`config.mk`:
```
export PLATFORM = sky130hd
export DESIGN_NAME = mux_arbiter4_flat
export DESIGN_NICKNAME = d
export VERILOG_FILES = /design/src/rtl/arb_pkg.sv /design/src/rtl/mux_arbiter4_if.sv /design/src/rtl/rr_pick4.sv /design/src/rtl/mux_arbiter4.sv /design/src/flat_wrapper.sv
export SDC_FILE = /design/constraint.sdc
export NUM_CORES = 1
export LEC_CHECK = 0
export ABC_AREA = 1
export BUFFER_PORTS_ARGS = -buffer_cell sky130_fd_sc_hd__buf_2
export CORE_UTILIZATION = 50
export DETAILED_ROUTE_END_ITERATION = 10
export PLACE_DENSITY = 0.83
export SYNTH_ARGS = -nofsm -noshare
export SYNTH_HDL_FRONTEND = slang
export SYNTH_SLANG_ARGS = --single-unit
```
`constraint.sdc`:
```
create_clock -name CLK -period 1.8 [get_ports CLK]
set_input_delay 0.18 -clock CLK [delete_from_list [all_inputs] [get_ports CLK]]
set_output_delay 0.18 -clock CLK [all_outputs]
set_load 0.05 [all_outputs]
```
`src/rtl/arb_pkg.sv`:
```
// Shared constants and FSM state type for the four-way round-robin arbiter.
package arb_pkg;

  localparam int unsigned NREQ  = 4;
  localparam int unsigned SEL_W = 2;

  typedef enum logic {
    IDLE = 1'b0,
    OWN  = 1'b1
  } arb_state_e;

endpackage

```
`src/rtl/mux_arbiter4_if.sv`:
```
// Request/grant bundle between the requesting units (master) and the arbiter (slave).
interface mux_arbiter4_if;
  import arb_pkg::*;

  logic [NREQ-1:0]  Req;
  logic             Done;
  logic [NREQ-1:0]  Gnt;
  logic [SEL_W-1:0] Sel;
  logic             Valid;
  logic             Timeout;

  modport master (
    output Req, Done,
    input  Gnt, Sel, Valid, Timeout
  );

  modport slave (
    input  Req, Done,
    output Gnt, Sel, Valid, Timeout
  );

endinterface

```
`src/rtl/rr_pick4.sv`:
```
// Combinational round-robin pick: scans last+1 .. last+4 (mod 4), first set Req wins.
module rr_pick4
  import arb_pkg::*;
(
  input  logic [NREQ-1:0]  Req,
  input  logic [SEL_W-1:0] last,
  output logic             any,
  output logic [SEL_W-1:0] win,
  output logic [NREQ-1:0]  win_oh
);

  logic             found;
  logic [SEL_W-1:0] idx;

  always_comb begin
    any    = |Req;
    win    = last;
    win_oh = '0;
    found  = 1'b0;
    idx    = last;
    for (int i = 1; i <= 4; i++) begin
      idx = last + SEL_W'(i);
      if (!found && Req[idx]) begin
        win   = idx;
        found = 1'b1;
      end
    end
    if (found) win_oh = NREQ'(1) << win;
  end

endmodule

```
`src/rtl/mux_arbiter4.sv`:
```
// Round-robin arbiter driving the 4:1 datapath mux select, with per-grant hold watchdog.
module mux_arbiter4
  import arb_pkg::*;
#(
  parameter int unsigned MAX_HOLD = 8
) (
  input  logic           CLK,
  input  logic           Reset,
  mux_arbiter4_if.slave  bus
);

  localparam int unsigned CNT_W = (MAX_HOLD > 1) ? $clog2(MAX_HOLD) : 1;

  arb_state_e       state_q, state_d;
  logic [NREQ-1:0]  gnt_q, gnt_d;
  logic [SEL_W-1:0] sel_q, sel_d;
  logic [SEL_W-1:0] last_q, last_d;
  logic [CNT_W-1:0] cnt_q, cnt_d;
  logic             valid_q, valid_d;
  logic             timeout_q, timeout_d;

  logic             pick_any;
  logic [SEL_W-1:0] pick_win;
  logic [NREQ-1:0]  pick_oh;
  logic             wd_hit, abort, rel;

  rr_pick4 u_pick (
    .Req    (bus.Req),
    .last   (last_q),
    .any    (pick_any),
    .win    (pick_win),
    .win_oh (pick_oh)
  );

  assign wd_hit = (cnt_q == CNT_W'(MAX_HOLD - 1));
  assign abort  = ~|(bus.Req & gnt_q);
  assign rel    = bus.Done | abort | wd_hit;

  always_ff @(posedge CLK) begin
    if (Reset) begin
      state_q   <= IDLE;
      gnt_q     <= '0;
      sel_q     <= '0;
      last_q    <= SEL_W'(NREQ - 1);
      cnt_q     <= '0;
      valid_q   <= 1'b0;
      timeout_q <= 1'b0;
    end else begin
      state_q   <= state_d;
      gnt_q     <= gnt_d;
      sel_q     <= sel_d;
      last_q    <= last_d;
      cnt_q     <= cnt_d;
      valid_q   <= valid_d;
      timeout_q <= timeout_d;
    end
  end

  // Next-state: a release either hands over directly to the next winner or drops to IDLE.
  always_comb begin
    state_d   = state_q;
    gnt_d     = gnt_q;
    sel_d     = sel_q;
    last_d    = last_q;
    cnt_d     = cnt_q;
    timeout_d = 1'b0;

    unique case (state_q)
      IDLE: begin
        if (pick_any) begin
          gnt_d   = pick_oh;
          sel_d   = pick_win;
          last_d  = pick_win;
          cnt_d   = '0;
          state_d = OWN;
        end
      end
      OWN: begin
        if (rel) begin
          timeout_d = wd_hit & ~bus.Done;
          cnt_d     = '0;
          if (pick_any) begin
            gnt_d  = pick_oh;
            sel_d  = pick_win;
            last_d = pick_win;
          end else begin
            gnt_d   = '0;
            state_d = IDLE;
          end
        end else begin
          cnt_d = cnt_q + CNT_W'(1);
        end
      end
      default: state_d = IDLE;
    endcase

    valid_d = |gnt_d;
  end

  assign bus.Gnt     = gnt_q;
  assign bus.Sel     = sel_q;
  assign bus.Valid   = valid_q;
  assign bus.Timeout = timeout_q;

endmodule
```
`src/flat_wrapper.sv`:
```
// flat-port wrapper written by rule: the top's interface ports become plain ports
module mux_arbiter4_flat import arb_pkg::*;
#(
  parameter int unsigned MAX_HOLD = 8
)
  (CLK, Reset, bus_Req, bus_Done, bus_Gnt, bus_Sel, bus_Valid, bus_Timeout);
  mux_arbiter4_if bus_i ();
  input  logic CLK;
  input  logic Reset;
  input wire logic [$bits(bus_i.Req)-1:0] bus_Req;
  input wire logic [$bits(bus_i.Done)-1:0] bus_Done;
  output wire logic [$bits(bus_i.Gnt)-1:0] bus_Gnt;
  output wire logic [$bits(bus_i.Sel)-1:0] bus_Sel;
  output wire logic [$bits(bus_i.Valid)-1:0] bus_Valid;
  output wire logic [$bits(bus_i.Timeout)-1:0] bus_Timeout;
  assign bus_i.Req = bus_Req;
  assign bus_i.Done = bus_Done;
  assign bus_Gnt = bus_i.Gnt;
  assign bus_Sel = bus_i.Sel;
  assign bus_Valid = bus_i.Valid;
  assign bus_Timeout = bus_i.Timeout;
  mux_arbiter4 #(.MAX_HOLD(MAX_HOLD)) u_core (.CLK(CLK), .Reset(Reset), .bus(bus_i));
endmodule
```
## Word-level counts from Yosys, hierarchy flattened

Index checks and enable logic that the tools add are counted.

- Bits in registers: 14
- Bits of input ports: 7
- Logic and storage cells: 70

- $add $sub $neg: 4
- Magnitude comparators: 4
- Equal/unequal tests: 3
- Shift operators: 1
- Mux-type cells: 33
- Bitwise gates (word level): 7
- Reduce and logical (&&, ||, !) cells: 11

Operators by type and width:

| cell | count |
|---|---|
| 2-to-1 mux 2 bit | 8 |
| 2-to-1 mux 4 bit | 4 |
| < comparator 2 x 3 -> 1 bit (second input constant) | 4 |
| OR reduction 4 bit | 3 |
| 2-to-1 mux 1 bit | 10 |
| binary-select mux 1 bit (select 2 bit) | 4 |
| case mux 2 bit (2 select lines) | 2 |
| case mux 4 bit (2 select lines) | 1 |
| 2-to-1 mux 3 bit | 2 |
| case mux 3 bit (2 select lines) | 1 |
| adder 2 bit (second input constant) | 2 |
| bitwise AND 4 bit | 1 |
| zero test 1 bit | 4 |
| left shift 1 x 2 -> 4 bit (first input constant) | 1 |
| adder 3 x 1 -> 3 bit (second input constant) | 1 |
| equality test 3 bit (second input constant) | 1 |
| logical AND 1 bit | 3 |
| inverter 1 bit | 3 |
| OR reduction 3 bit | 1 |
| adder 2 x 1 -> 2 bit (second input constant) | 1 |
| != test 2 x 1 -> 1 bit (second input constant) | 1 |
| != test 2 bit (second input constant) | 1 |
| bitwise OR 1 bit | 2 |
| case mux 1 bit (2 select lines) | 1 |
| bitwise AND 1 bit | 1 |

## Longest topological paths before layout

- Depth after elaboration: 19
- Gate-level depth with buffers: 16
- Mapped depth without buffers: 15

## Cells and area by module

Synthesis repeated with hierarchy kept, for this count alone.

- Cell total of the unflattened synthesis: 128
- Area, all modules: 908.4 um2

By module, submodules not included:

| module | instances | cells an instance | area each (um2) |
|---|---|---|---|
| mux_arbiter4 | 1 | 74 | 588.1 |
| rr_pick4 | 1 | 54 | 320.3 |

## Least setup slack after synthesis

OpenSTA, ideal clock, no wires.

- Kind: register to register
- From: register u_core.last_q[0]
- To: register u_core.valid_q (netlist: u_core.bus.Valid)
- Setup time: 0.131 ns
- Arrival time: 1.410 ns
- Data required time: 1.669 ns
- Setup slack: 0.259 ns
- Cell stages (with the launch flop): 16
- Period minus slack after synthesis: 1.541 ns
- Path through: dfxtp_1 buf_6 inv_6 nand2_1 nand2_2 nand2_4 nand2_4 clkinv_4 nand2_1 nand2_1 nand3_2 nand2_2 nand3_1 nand2_1 nor2_1 a21oi_2

- Cells in the longest elaborated chain, start to end: 19
- Elaborated cells between the ends (all ways): 32
- Classes of those cells: add/sub (3); shift (1); mux (21); reduce/logical (7)

RTL lines:

| item | line | text |
|---|---|---|
| start: declaration | mux_arbiter4.sv:17 | `logic [SEL_W-1:0] last_q, last_d;` |
| start signal: assignment | mux_arbiter4.sv:44 | `last_q <= SEL_W'(NREQ - 1);` |
| start signal: assignment | mux_arbiter4.sv:52 | `last_q <= last_d;` |
| adder 2 x 1 -> 2 bit | rr_pick4.sv:22 | `idx = last + SEL_W'(i);` |
| binary-select mux 1 bit (select 2 bit) | rr_pick4.sv:23 | `if (!found && Req[idx]) begin` |
| 2-to-1 mux 1 bit (not written as such) | rr_pick4.sv:23 |  |
| 2-to-1 mux 1 bit | rr_pick4.sv:23 |  |
| zero test 1 bit | rr_pick4.sv:23 |  |
| logical AND 1 bit | rr_pick4.sv:23 |  |
| 2-to-1 mux 1 bit | rr_pick4.sv:23 |  |
| zero test 1 bit | rr_pick4.sv:23 |  |
| (+3 left out) | - |  |
| logical AND 1 bit | rr_pick4.sv:23 |  |
| 2-to-1 mux 2 bit | rr_pick4.sv:23 |  |
| left shift 1 x 2 -> 4 bit | rr_pick4.sv:28 | `if (found) win_oh = NREQ'(1) << win;` |
| 2-to-1 mux 4 bit * | rr_pick4.sv:28 |  |
| 2-to-1 mux 4 bit | mux_arbiter4.sv:82 | `if (pick_any) begin` |
| 2-to-1 mux 4 bit | mux_arbiter4.sv:79 | `if (rel) begin` |
| case mux 4 bit (2 select lines) * | mux_arbiter4.sv:68 | `unique case (state_q)` |
| OR reduction 4 bit * | mux_arbiter4.sv:97 | `valid_d = \|gnt_d;` |
| end signal: assignment | mux_arbiter4.sv:54 | `valid_q <= valid_d;` |
| end: declaration | mux_arbiter4.sv:19 | `logic valid_q, valid_d;` |

Every way passes the cells marked *; elsewhere a longest branch is shown, timed or not. The select of a mux whose other input is x is not followed.
A chain may end at the register's enable or synchronous reset.

## Worst setup path in the final report

- From: register u_core.last_q[1]
- To: register u_core.valid_q (netlist: u_core.bus.Valid)

Same word-level chain as after synthesis.

==> impl_results.md <==
- FP Rows: 15
- GRT overflow: 0
- Max FO, Critical Path: 7
- # port buffers: 14
- Post-synthesis average cell area: 6.94 sq um
- Worst slew pin tran: 0.356 ns
- Syn Nets: 143
- # setup viols final: 0
- FF-to-FF End: u_core.bus.Valid
- Worst skew pair latency: 0.28 ns
- Overall Power: 0.00238 W
- Complex-gate fraction of the synthesized area: 9.42%
- Startpoint Class: register
- Setup CP Type: reg -> reg
- Multi-input logic area: 631 sq um
- WL/cell: 11.8 um
- Area Overhead vs Synth: 26.0%
- Post-place setup slack: 0.0388 ns
- P per Cell Area: 2040 nW/um^2
- Distinct cell type count after synthesis: 26
- Inserted Clock Buffers: 3
- Drc violations: 0
- CP Cell Sequence: inv_2 -> nand2_1 -> nand2_4 -> nand2_4 -> nand2_4 -> clkinv_4 -> nand2_1 -> nand2_1 -> nand3_2 -> nand3_2 -> inv_1 -> nand2_2 -> nand2_1 -> nor2_2 -> a21oi_2
- Root Driver: clkbuf_4
- Cells on Worst Hold Path: 2
- Initial antenna violation count: 0
- Clock buffer depth: 2
- Starting Density: 53.8%
- Fmax: 0.589 GHz
- Synth Area in Simple Gates: 49.8%
- Adder-Cell Fraction of Synth Area: 2.69%
- Synth top area share: 30.1%
- Fraction of layout cells with a size suffix above 1: 38.9%
- Worst Hold Launch: bus_Done
- Slowest CP cell: dfxtp_4
- Leading post-synthesis cells by cell area: dfxtp_1 30%, nand2_1 21%, nand2_4 6.1%
- Endpoint, Worst Hold: u_core.bus.Timeout
- Antenna Nets Post-Route: 0
- Routed wire length: 2150 um
- Leakage: 0.612 nW
- Top cell by count, worst path: nand2_1
- Outcome: completed
- Worst endpoint required time: 1.97 ns
- Core area: 1730 sq um
- Most common cell after layout, fill and taps aside: nand2_1
- Yosys warns: 0
- Max-cap viol count: 0
- Worst VDD drop: 1.52 mV
- Clk_skew: 0.00181 ns
- DIE WIDTH: 45.1 um
- Mux cell area share after synthesis: 0%
- Htree depth: 1
- Max incr delay on CP: 0.40 ns
- Pre-antenna DRT Iters: 4
- Pin count of the biggest net entering global routing: 13
- Setup WS post-layout: 0.102 ns
- R2R Path Start: u_core.last_q[1]
- Largest family of logic cells by synthesized area: simple AND/OR/NAND/NOR gates
- Crit path time final: 1.70 ns
- Post-synthesis sequential area ratio: 30.1%
- Register Area: 285 sq um
- Initial DRC count: 22
- Die ar.: 2040 sq um
- R2R Setup Slk: 0.10 ns
- Gr usage total: 22.8%
- Worst setup EP type: register
- Via density per instance: 5.13
- TritonCTS clock tree: built
- Commonest cells after routing, fill and taps aside: 47 x nand2_1, 14 x buf_2, 12 x dfxtp_1
- Final net count: 167
- Post-Synth XOR/XNOR Area: 0%
- Chip Height: 45.1 um
- CP arrival: 1.87 ns
- First-pass GRT wire length: 3430 um
- Hpwl dp: 1610 um
- Worst hold path type: in -> reg
- Mapped Area: 930 sq um
- Vias in the first global route: 847
- CP bufs+invs: 3
- FF-to-FF path depth: 15
- Rel. slew slack: 76.1%
- Synthesis-stage register bit count: 14
- Fin. max-slew vios: 0
- Yosys top cell by area: dfxtp_1
- RePlAce Congestion: 0.868
- Fill cell count: 148
- Post-synthesis cell count: 134
- Final hold viol count: 0
- Top delay family on crit path: simple AND/OR/NAND/NOR gates
- Vias: 933
- Period utilization: 94.3%
- IO Pins: 15
- CTS Sinks: 14
- Antenna Cells: 0
- Clock-pin transition on the worst setup and hold timing paths: 0.08 ns
## state kept, by name (all words and copies together), names as in the netlist
signal,count
u_core.bus.Gnt,4
u_core.cnt_q,3
u_core.bus.Sel,2
u_core.last_q,2
u_core.bus.Timeout,1
u_core.bus.Valid,1
u_core.state_q,1
## synth_stat cells
| library cell | count |
|---|---|
| inv_1 | 10 |
| nand2_2 | 8 |
| clkinv_4 | 1 |
| o21ai_2 | 1 |
| dfxtp_1 | 14 |
| nand2_4 | 5 |
| a22oi_1 | 1 |
| buf_6 | 1 |
| o211ai_1 | 2 |
| inv_6 | 1 |
| nand4_1 | 1 |
| nand3_4 | 1 |
| nand3_2 | 2 |
| nor4_4 | 1 |
| ha_1 | 2 |
| nand2_1 | 51 |
| a21oi_1 | 8 |
| o21a_1 | 1 |
| nor2_1 | 6 |
| clkbuf_1 | 1 |
| inv_2 | 1 |
| nand3_1 | 11 |
| nor2_4 | 1 |
| a21oi_2 | 1 |
| nor3_1 | 1 |
| nor2_2 | 1 |
## per-stage QoR
| stage | setup TNS (ns) | util, % | std cells | hold WS [ns] | instance area, sq um |
|---|---|---|---|---|---|
| 2_1_floorplan | 0 | - | 134 | 0.256 | 930 |
| 3_3_place_gp | 0 | 59.3 | 172 | 0.357 | 1020 |
| 3_5_place_dp | 0 | 59.3 | 172 | 0.362 | 1020 |
| 4_1_cts | 0 | 61.4 | 176 | 0.0611 | 1060 |
| 5_1_grt | -0.0301 | 67.8 | 182 | 0.0533 | 1170 |
| 6_report | 0 | 67.8 | 182 | 0.0589 | 1170 |
## final cells by class
type / instances / share of cell area [%]
Timing Repair Buffer: 21 / 10.8
Tap cell: 25 / 2.67
Inverter: 13 / 5.24
Clock buffer: 4 / 3.10
Multi-Input combinational cell: 105 / 53.8
Sequential cell: 14 / 24.4
## routing by layer
layer	track usage [%]	up-vias	routed length, um
met5	0	-	0
met1	28.0	425	936
li1	-	480	-
met3	3.60	5	77
met2	41.2	23	1120
met4	5.45	0	21
## power breakdown
group | internal (W) | switching, W | leakage [nW]
sequential | 0.000403 | 0.0000620 | 0.115
combinational | 0.000580 | 0.00111 | 0.476
clock | 0.000123 | 0.000104 | 0.0210
total | 0.00111 | 0.00128 | 0.612
## how the worst max path moves through the flow
| stage | from | to | slack [ns] | depth (start not counted) |
|---|---|---|---|---|
| final | u_core.last_q[1] | u_core.bus.Valid | 0.10 | 15 |
| after global routing | u_core.last_q[1] | u_core.bus.Valid | -0.03 | 15 |
| after CTS | u_core.last_q[0] | u_core.bus.Valid | 0.02 | 15 |
| after detailed placement | u_core.last_q[0] | u_core.bus.Valid | 0.04 | 15 |
| after global placement | u_core.last_q[0] | u_core.bus.Valid | 0.10 | 15 |
| after floorplan | u_core.last_q[0] | u_core.bus.Valid | 0.26 | 15 |
## what timing repair did
action | 4_1_cts | 5_1_grt
hold buffers | 0 | 0
resized for setup | 0 | 19
buffers inserted | 0 | 6
endpoints found under the setup margin | 0 | 3
## logic make-up (layout without fill, tap and decap cells)
kind of cell / count (synthesis) / in the layout
simple gates: 89 / 89
buf+inv: 15 / 38
compound gates: 14 / 14
flops: 14 / 14
fa+ha+maj: 2 / 2
(Power assumes the default switching activity.)
